==> config.mk <==
export PLATFORM = sky130hd
export DESIGN_NAME = i2c_txn_arbiter
export DESIGN_NICKNAME = d
export VERILOG_FILES = /design/src/rtl/i2c_txn_arbiter_pkg.sv /design/src/rtl/i2c_txn_arbiter_rr_pick.sv /design/src/rtl/i2c_txn_arbiter.sv
export SDC_FILE = /design/constraint.sdc
export NUM_CORES = 1
export LEC_CHECK = 0
export BUFFER_PORTS_ARGS = -buffer_cell sky130_fd_sc_hd__buf_4
export CAP_MARGIN = 25
export CELL_PAD_IN_SITES_DETAIL_PLACEMENT = 0
export CELL_PAD_IN_SITES_GLOBAL_PLACEMENT = 2
export CORE_MARGIN = 2
export CORE_UTILIZATION = 22
export CTS_CLUSTER_DIAMETER = 60
export DETAILED_ROUTE_END_ITERATION = 7
export PLACE_DENSITY = 0.86
export SYNTH_ARGS = -nofsm -noshare
export SYNTH_HDL_FRONTEND = slang
export SYNTH_SLANG_ARGS = --single-unit
==> constraint.sdc <==
create_clock -name i_clk -period 2.1 [get_ports i_clk]
set_clock_uncertainty 0.2 [all_clocks]
set_input_delay 0.525 -clock i_clk [delete_from_list [all_inputs] [get_ports i_clk]]
set_output_delay 0.525 -clock i_clk [all_outputs]
set_load 0.02 [all_outputs]
==> src/rtl/i2c_txn_arbiter_pkg.sv <==
// Shared types for the I2C transaction arbiter: command word, FSM states, limits.
package i2c_txn_arbiter_pkg;

    localparam int unsigned I2C_ARB_MAX_REQ = 8;

    typedef struct packed {
        logic [6:0] addr;
        logic       we;
        logic [7:0] burst_num;
    } t_i2c_cmd;

    typedef enum logic [1:0] {
        IDLE,
        CMD,
        DATA
    } t_i2c_arb_state;

endpackage

==> src/rtl/i2c_txn_arbiter_rr_pick.sv <==
// Combinational round-robin finder: first asserted request at or after the pointer,
// wrapping modulo NUM_REQ.
module i2c_rr_pick #(
    parameter int unsigned NUM_REQ = 2,
    parameter int unsigned IDX_W   = (NUM_REQ > 1) ? $clog2(NUM_REQ) : 1
) (
    input  logic [NUM_REQ-1:0] i_req,
    input  logic [IDX_W-1:0]   i_ptr,
    output logic               o_found,
    output logic [IDX_W-1:0]   o_idx
);

    always_comb begin
        int unsigned cand;
        o_found = 1'b0;
        o_idx   = '0;
        cand    = 0;
        for (int unsigned off = 0; off < NUM_REQ; off++) begin
            // Pointer is always < NUM_REQ, so one subtraction completes the wrap.
            cand = 32'(i_ptr) + off;
            if (cand >= NUM_REQ) begin
                cand = cand - NUM_REQ;
            end
            if (!o_found && i_req[cand[IDX_W-1:0]]) begin
                o_found = 1'b1;
                o_idx   = cand[IDX_W-1:0];
            end
        end
    end

endmodule

==> src/rtl/i2c_txn_arbiter.sv <==
// Round-robin arbiter granting whole I2C transactions (command plus data bytes) to one
// of NUM_REQ requesters. Define I2C_ARB_STATS_EN to add per-requester completion counters.
module i2c_txn_arbiter
    import i2c_txn_arbiter_pkg::*;
#(
    parameter int unsigned NUM_REQ = 2,
    parameter int unsigned IDX_W   = (NUM_REQ > 1) ? $clog2(NUM_REQ) : 1
) (
    input  logic               i_clk,
    input  logic               i_rst_n,
    input  logic               i_enable,
    input  logic [NUM_REQ-1:0] i_req_cmd_valid,
    input  t_i2c_cmd           i_req_cmd_data [NUM_REQ],
    output logic [NUM_REQ-1:0] o_req_cmd_ready,
    input  logic [NUM_REQ-1:0] i_req_wr_valid,
    input  logic [7:0]         i_req_wr_data [NUM_REQ],
    output logic [NUM_REQ-1:0] o_req_wr_ready,
    output logic [NUM_REQ-1:0] o_req_rd_valid,
    output logic [7:0]         o_req_rd_data,
    input  logic [NUM_REQ-1:0] i_req_rd_ready,
    output logic               o_cmd_valid,
    output t_i2c_cmd           o_cmd_data,
    input  logic               i_cmd_ready,
    output logic               o_wr_valid,
    output logic [7:0]         o_wr_data,
    input  logic               i_wr_ready,
    input  logic               i_rd_valid,
    input  logic [7:0]         i_rd_data,
    output logic               o_rd_ready,
`ifdef I2C_ARB_STATS_EN
    output logic [15:0]        o_txn_count [NUM_REQ],
`endif
    output logic               o_busy,
    output logic [IDX_W-1:0]   o_grant_idx
);

    t_i2c_arb_state   state_q, state_d;
    logic [IDX_W-1:0] grant_q, grant_d;
    logic [IDX_W-1:0] ptr_q, ptr_d;
    logic             busy_q, busy_d;
    logic [7:0]       cnt_q, cnt_d;
    logic             we_q, we_d;
    logic [7:0]       burst_q, burst_d;

    logic             pick_found;
    logic [IDX_W-1:0] pick_idx;
    logic             byte_hs;
    logic             txn_done;

    i2c_rr_pick #(
        .NUM_REQ (NUM_REQ),
        .IDX_W   (IDX_W)
    ) u_pick (
        .i_req   (i_req_cmd_valid),
        .i_ptr   (ptr_q),
        .o_found (pick_found),
        .o_idx   (pick_idx)
    );

    always_ff @(posedge i_clk or negedge i_rst_n) begin
        if (!i_rst_n) begin
            state_q <= IDLE;
            grant_q <= '0;
            ptr_q   <= '0;
            busy_q  <= 1'b0;
            cnt_q   <= '0;
            we_q    <= 1'b0;
            burst_q <= '0;
        end else begin
            state_q <= state_d;
            grant_q <= grant_d;
            ptr_q   <= ptr_d;
            busy_q  <= busy_d;
            cnt_q   <= cnt_d;
            we_q    <= we_d;
            burst_q <= burst_d;
        end
    end

    always_comb begin
        state_d         = state_q;
        grant_d         = grant_q;
        ptr_d           = ptr_q;
        busy_d          = busy_q;
        cnt_d           = cnt_q;
        we_d            = we_q;
        burst_d         = burst_q;
        byte_hs         = 1'b0;
        txn_done        = 1'b0;
        o_cmd_valid     = 1'b0;
        o_cmd_data      = '0;
        o_req_cmd_ready = '0;
        o_wr_valid      = 1'b0;
        o_wr_data       = '0;
        o_req_wr_ready  = '0;
        o_req_rd_valid  = '0;
        o_req_rd_data   = '0;
        o_rd_ready      = 1'b0;

        case (state_q)
            IDLE: begin
                if (i_enable && pick_found) begin
                    grant_d = pick_idx;
                    busy_d  = 1'b1;
                    state_d = CMD;
                end
            end

            CMD: begin
                o_cmd_valid              = i_req_cmd_valid[grant_q];
                o_cmd_data               = i_req_cmd_data[grant_q];
                o_req_cmd_ready[grant_q] = i_cmd_ready;
                if (o_cmd_valid && i_cmd_ready) begin
                    we_d    = o_cmd_data.we;
                    burst_d = o_cmd_data.burst_num;
                    cnt_d   = '0;
                    state_d = DATA;
                end
            end

            DATA: begin
                if (we_q) begin
                    o_wr_valid              = i_req_wr_valid[grant_q];
                    o_wr_data               = i_req_wr_data[grant_q];
                    o_req_wr_ready[grant_q] = i_wr_ready;
                    byte_hs                 = o_wr_valid && i_wr_ready;
                end else begin
                    o_req_rd_valid[grant_q] = i_rd_valid;
                    o_rd_ready              = i_req_rd_ready[grant_q];
                    o_req_rd_data           = i_rd_data;
                    byte_hs                 = i_rd_valid && o_rd_ready;
                end
                if (byte_hs) begin
                    if (cnt_q == burst_q) begin
                        txn_done = 1'b1;
                        cnt_d    = '0;
                        busy_d   = 1'b0;
                        state_d  = IDLE;
                        ptr_d    = (grant_q == IDX_W'(NUM_REQ - 1)) ? '0 : grant_q + 1'b1;
                    end else begin
                        cnt_d = cnt_q + 8'd1;
                    end
                end
            end

            default: state_d = IDLE;
        endcase
    end

    assign o_busy      = busy_q;
    assign o_grant_idx = grant_q;

`ifdef I2C_ARB_STATS_EN
    logic [15:0] txn_cnt_q [NUM_REQ];
    logic [15:0] txn_cnt_d [NUM_REQ];

    always_comb begin
        for (int unsigned i = 0; i < NUM_REQ; i++) begin
            txn_cnt_d[i] = txn_cnt_q[i];
            if (txn_done && (grant_q == IDX_W'(i)) && (txn_cnt_q[i] != '1)) begin
                txn_cnt_d[i] = txn_cnt_q[i] + 16'd1;
            end
        end
    end

    always_ff @(posedge i_clk or negedge i_rst_n) begin
        if (!i_rst_n) begin
            for (int unsigned i = 0; i < NUM_REQ; i++) begin
                txn_cnt_q[i] <= '0;
            end
        end else begin
            for (int unsigned i = 0; i < NUM_REQ; i++) begin
                txn_cnt_q[i] <= txn_cnt_d[i];
            end
        end
    end

    assign o_txn_count = txn_cnt_q;
`endif

endmodule

==> reports/metrics.cfg <==
[run_status]
status = complete, but fails checks
violations = setup timing

[place]
gp_congestion = 0.7619
hpwl_um = 4021
dp_slack_ns = 0.08203
place_area_um2 = 2619
placement.io_buffers = 110
dp.cells = 385

[cts]
clockRootBuffer = clkbuf_8
cts.sinks = 22
path_clk_slew_ns = 0.07
insertion_delay_ns = 0.26
cts_max_level = 1
cts_buffers = 3
cts_tree = done
cts_buffer_depth = 2

[logic_synthesis]
yosysSeqAreaShare = 0.3398
synth_top_area_share = 0.3398
synth_area_leaders = dfrtp_1 34%, mux2i_1 17%, a22o_1 8.1%
synth_cell_types = 34
synth-seq-cells = 22
async_flop_share = 1.000
synthTopCellsByCount = 33 x nor2_1, 27 x mux2i_1, 22 x dfrtp_1, 15 x a22o_1, 10 x nor2b_1
syn_area_per_cell_um2 = 9.052
yosysTopAreaCell = dfrtp_1
mappedNetlistNets = 248
synthFlopType = dfrtp_1
synth_edf_count = 0
yosys_warnings = 0
synth_area_um2 = 1620
synth_cells = 179
post-synth-top-count-cell = nor2_1

[critical_path]
r2r-end = ptr_q
critPathLaunchType = flip-flop
r2r.worst_path.cells = 6
worstPathRequired_ns = 1.37
reg2reg_slack_ns = 0.13
cp_slowest_cell = dfrtp_2
arrival_ns = 1.41
cp_cell_sequence = buf_4 > mux2i_4 > nor2_1 > buf_4
worstPathMaxFanout = 4
cpMostUsedCell = buf_4
crit_type = reg -> out
max_stage_delay_ns = 0.48
crit_path_end_kind = output port
r2r-start = o_grant_idx

[global_route]
antenna_found_initial = 0
grt_pass1_vias = 1678
grt_use_met1 = 0.1476
grt_pass1_wl_um = 8100
use_met2 = 0.2210
use_met3 = 0.02263
track_usage = 0.1207
grt_overflow_total = 0
grt_max_degree = 23
busiest_layer = met2

[final_layout]
num-nets-final = 366
filler_cell_count = 738
finalNonFillerCells = 395
layout-drive-gt1-share = 0.5743
syn_to_final_growth_pct = 81.70
multi_input_area_um2 = 1147
antenna_cells = 0
stdcell_area_um2 = 2944
seq_area_um2 = 553.0
post-route-util = 0.4103

[power_and_ir_drop]
p_per_area_nw_per_um2 = 1068
ir_drop_v = 0.0003696
p_leak_nw = 1.357

[run]
max_cap_viol_count = 0

[timing]
worst_pin_slew_ns = 0.6183
hold_viol_final = 0
rsz0062_at_grt = true
finalCritPeriodShare = 1.015
fmax_ghz = 0.4692
relSlewSlack = 0.5869
finalCriticalPeriod_ns = 2.131
setup_slack_ns = -0.03132
worst_hold_slack_ns = 0.2807
setup_viol = 17
report.final.slew_viol_count = 0

[drt]
drtIter0Drc = 75
dr.pass1.iters = 4
wirelength_um = 5100
vias_per_cell = 4.377
drc = 0
vias = 1729
antenna_left = 0
wl_per_cell_um = 12.91

[worst_hold_path]
hold_path_depth = 2
min_from = ptr_q
hold_path.class = reg -> reg
hold_end = ptr_q

[floorplanning]
die_area_um2 = 8068
core_area_um2 = 7176
die_w_um = 89.82
dieHeight_um = 89.82
rows = 31
initial_core_util = 0.2258
io_pins = 111

==> timing repair <==
action	CTS	global route
pin swaps	1	1
cloned	1	0
hold endpoints to repair	22	0
gates resized for setup	19	31
buffers inserted	4	0
endpoints found under the setup margin	37	39
hold buffers	1	0
==> power by group <==
part	leakage (nW)	total, W	switching, W	internal [W]
Clock	0.0357	0.000387	0.000132	0.000254
Sequential	0.283	0.000682	0.000137	0.000544
Combinational	1.04	0.00208	0.00101	0.00106
==> critical path, delay by kind of cell, from the launching register on <==
family / cells / cell delay, ns
buffers and inverters: 2 / 0.35
flip-flops: 1 / 0.48
multiplexers: 1 / 0.26
AND/OR/NAND/NOR: 1 / 0.06
==> cell usage in the layout, fill, tap and decap left out, drive strengths merged, types with 2 or more instances in the layout <==
cell type and instances:
clkbuf 3, o21ai 13, or2 2, and3 5
nand3 2, nand2 7, buf 121, nand4 2
dfrtp 22, and2 8, mux2i 27, a22o 15
inv 3, nor2 34, nor2b 10, xnor2 8
==> logic make-up (layout without fill, tap and decap cells) <==
kind of cell | after synthesis | after routing | synth area share
fa+ha+maj | 1 | 1 | 0.007721
simple gates | 75 | 75 | 0.2463
buf+inv | 12 | 129 | 0.03938
flops | 22 | 22 | 0.3398
compound gates | 34 | 34 | 0.1568
mux | 27 | 27 | 0.1668
xor+xnor | 8 | 8 | 0.04324
==> per-stage QoR <==
step	TNS [ns]	power (W)
global placement	0	0.002425
detailed placement	0	0.002437
finish	-0.1730	0.003144
floorplan	0	0.001820
CTS	-1.099	0.003058
global route	-2.366	0.003349
==> routing by layer <==
| metal | wire, um | part of all wire | up-vias |
|---|---|---|---|
| met4 | 55 | 0.011 | 0 |
| li1 | - | - | 871 |
| met2 | 2710 | 0.53 | 41 |
| met5 | 0 | 0 | - |
| met1 | 2144 | 0.42 | 813 |
| met3 | 190 | 0.037 | 4 |
==> registers in the layout (all words and copies together), names as in the netlist <==
| register | cells |
|---|---|
| o_grant_idx | 1 |
| state_q | 2 |
| o_busy | 1 |
| ptr_q | 1 |
| burst_q | 8 |
| we_q | 1 |
| cnt_q | 8 |
==> worst max-delay path by stage <==
stage | end | from | slack, ns | cells past startpoint
after CTS | o_wr_data[5] | o_grant_idx | -0.08 | 4
after floorplan | o_rd_ready | state_q[1] | 0.01 | 3
after global placement | o_wr_valid | state_q[0] | 0.14 | 4
after detailed placement | o_wr_valid | state_q[0] | 0.08 | 4
after global routing | o_rd_ready | state_q[0] | -0.12 | 5
final | o_wr_valid | o_grant_idx | -0.03 | 4
==> layout make-up <==
type / instances / area share
flip-flops and latches: 22 / 0.1878
repair buffers: 122 / 0.3523
clock inverters: 1 / 0.01020
inverters: 3 / 0.003825
multi-input cells: 145 / 0.3897
well taps: 99 / 0.04207
clock buffers: 3 / 0.01402
No activity file was read; power rests on OpenSTA's default activity.
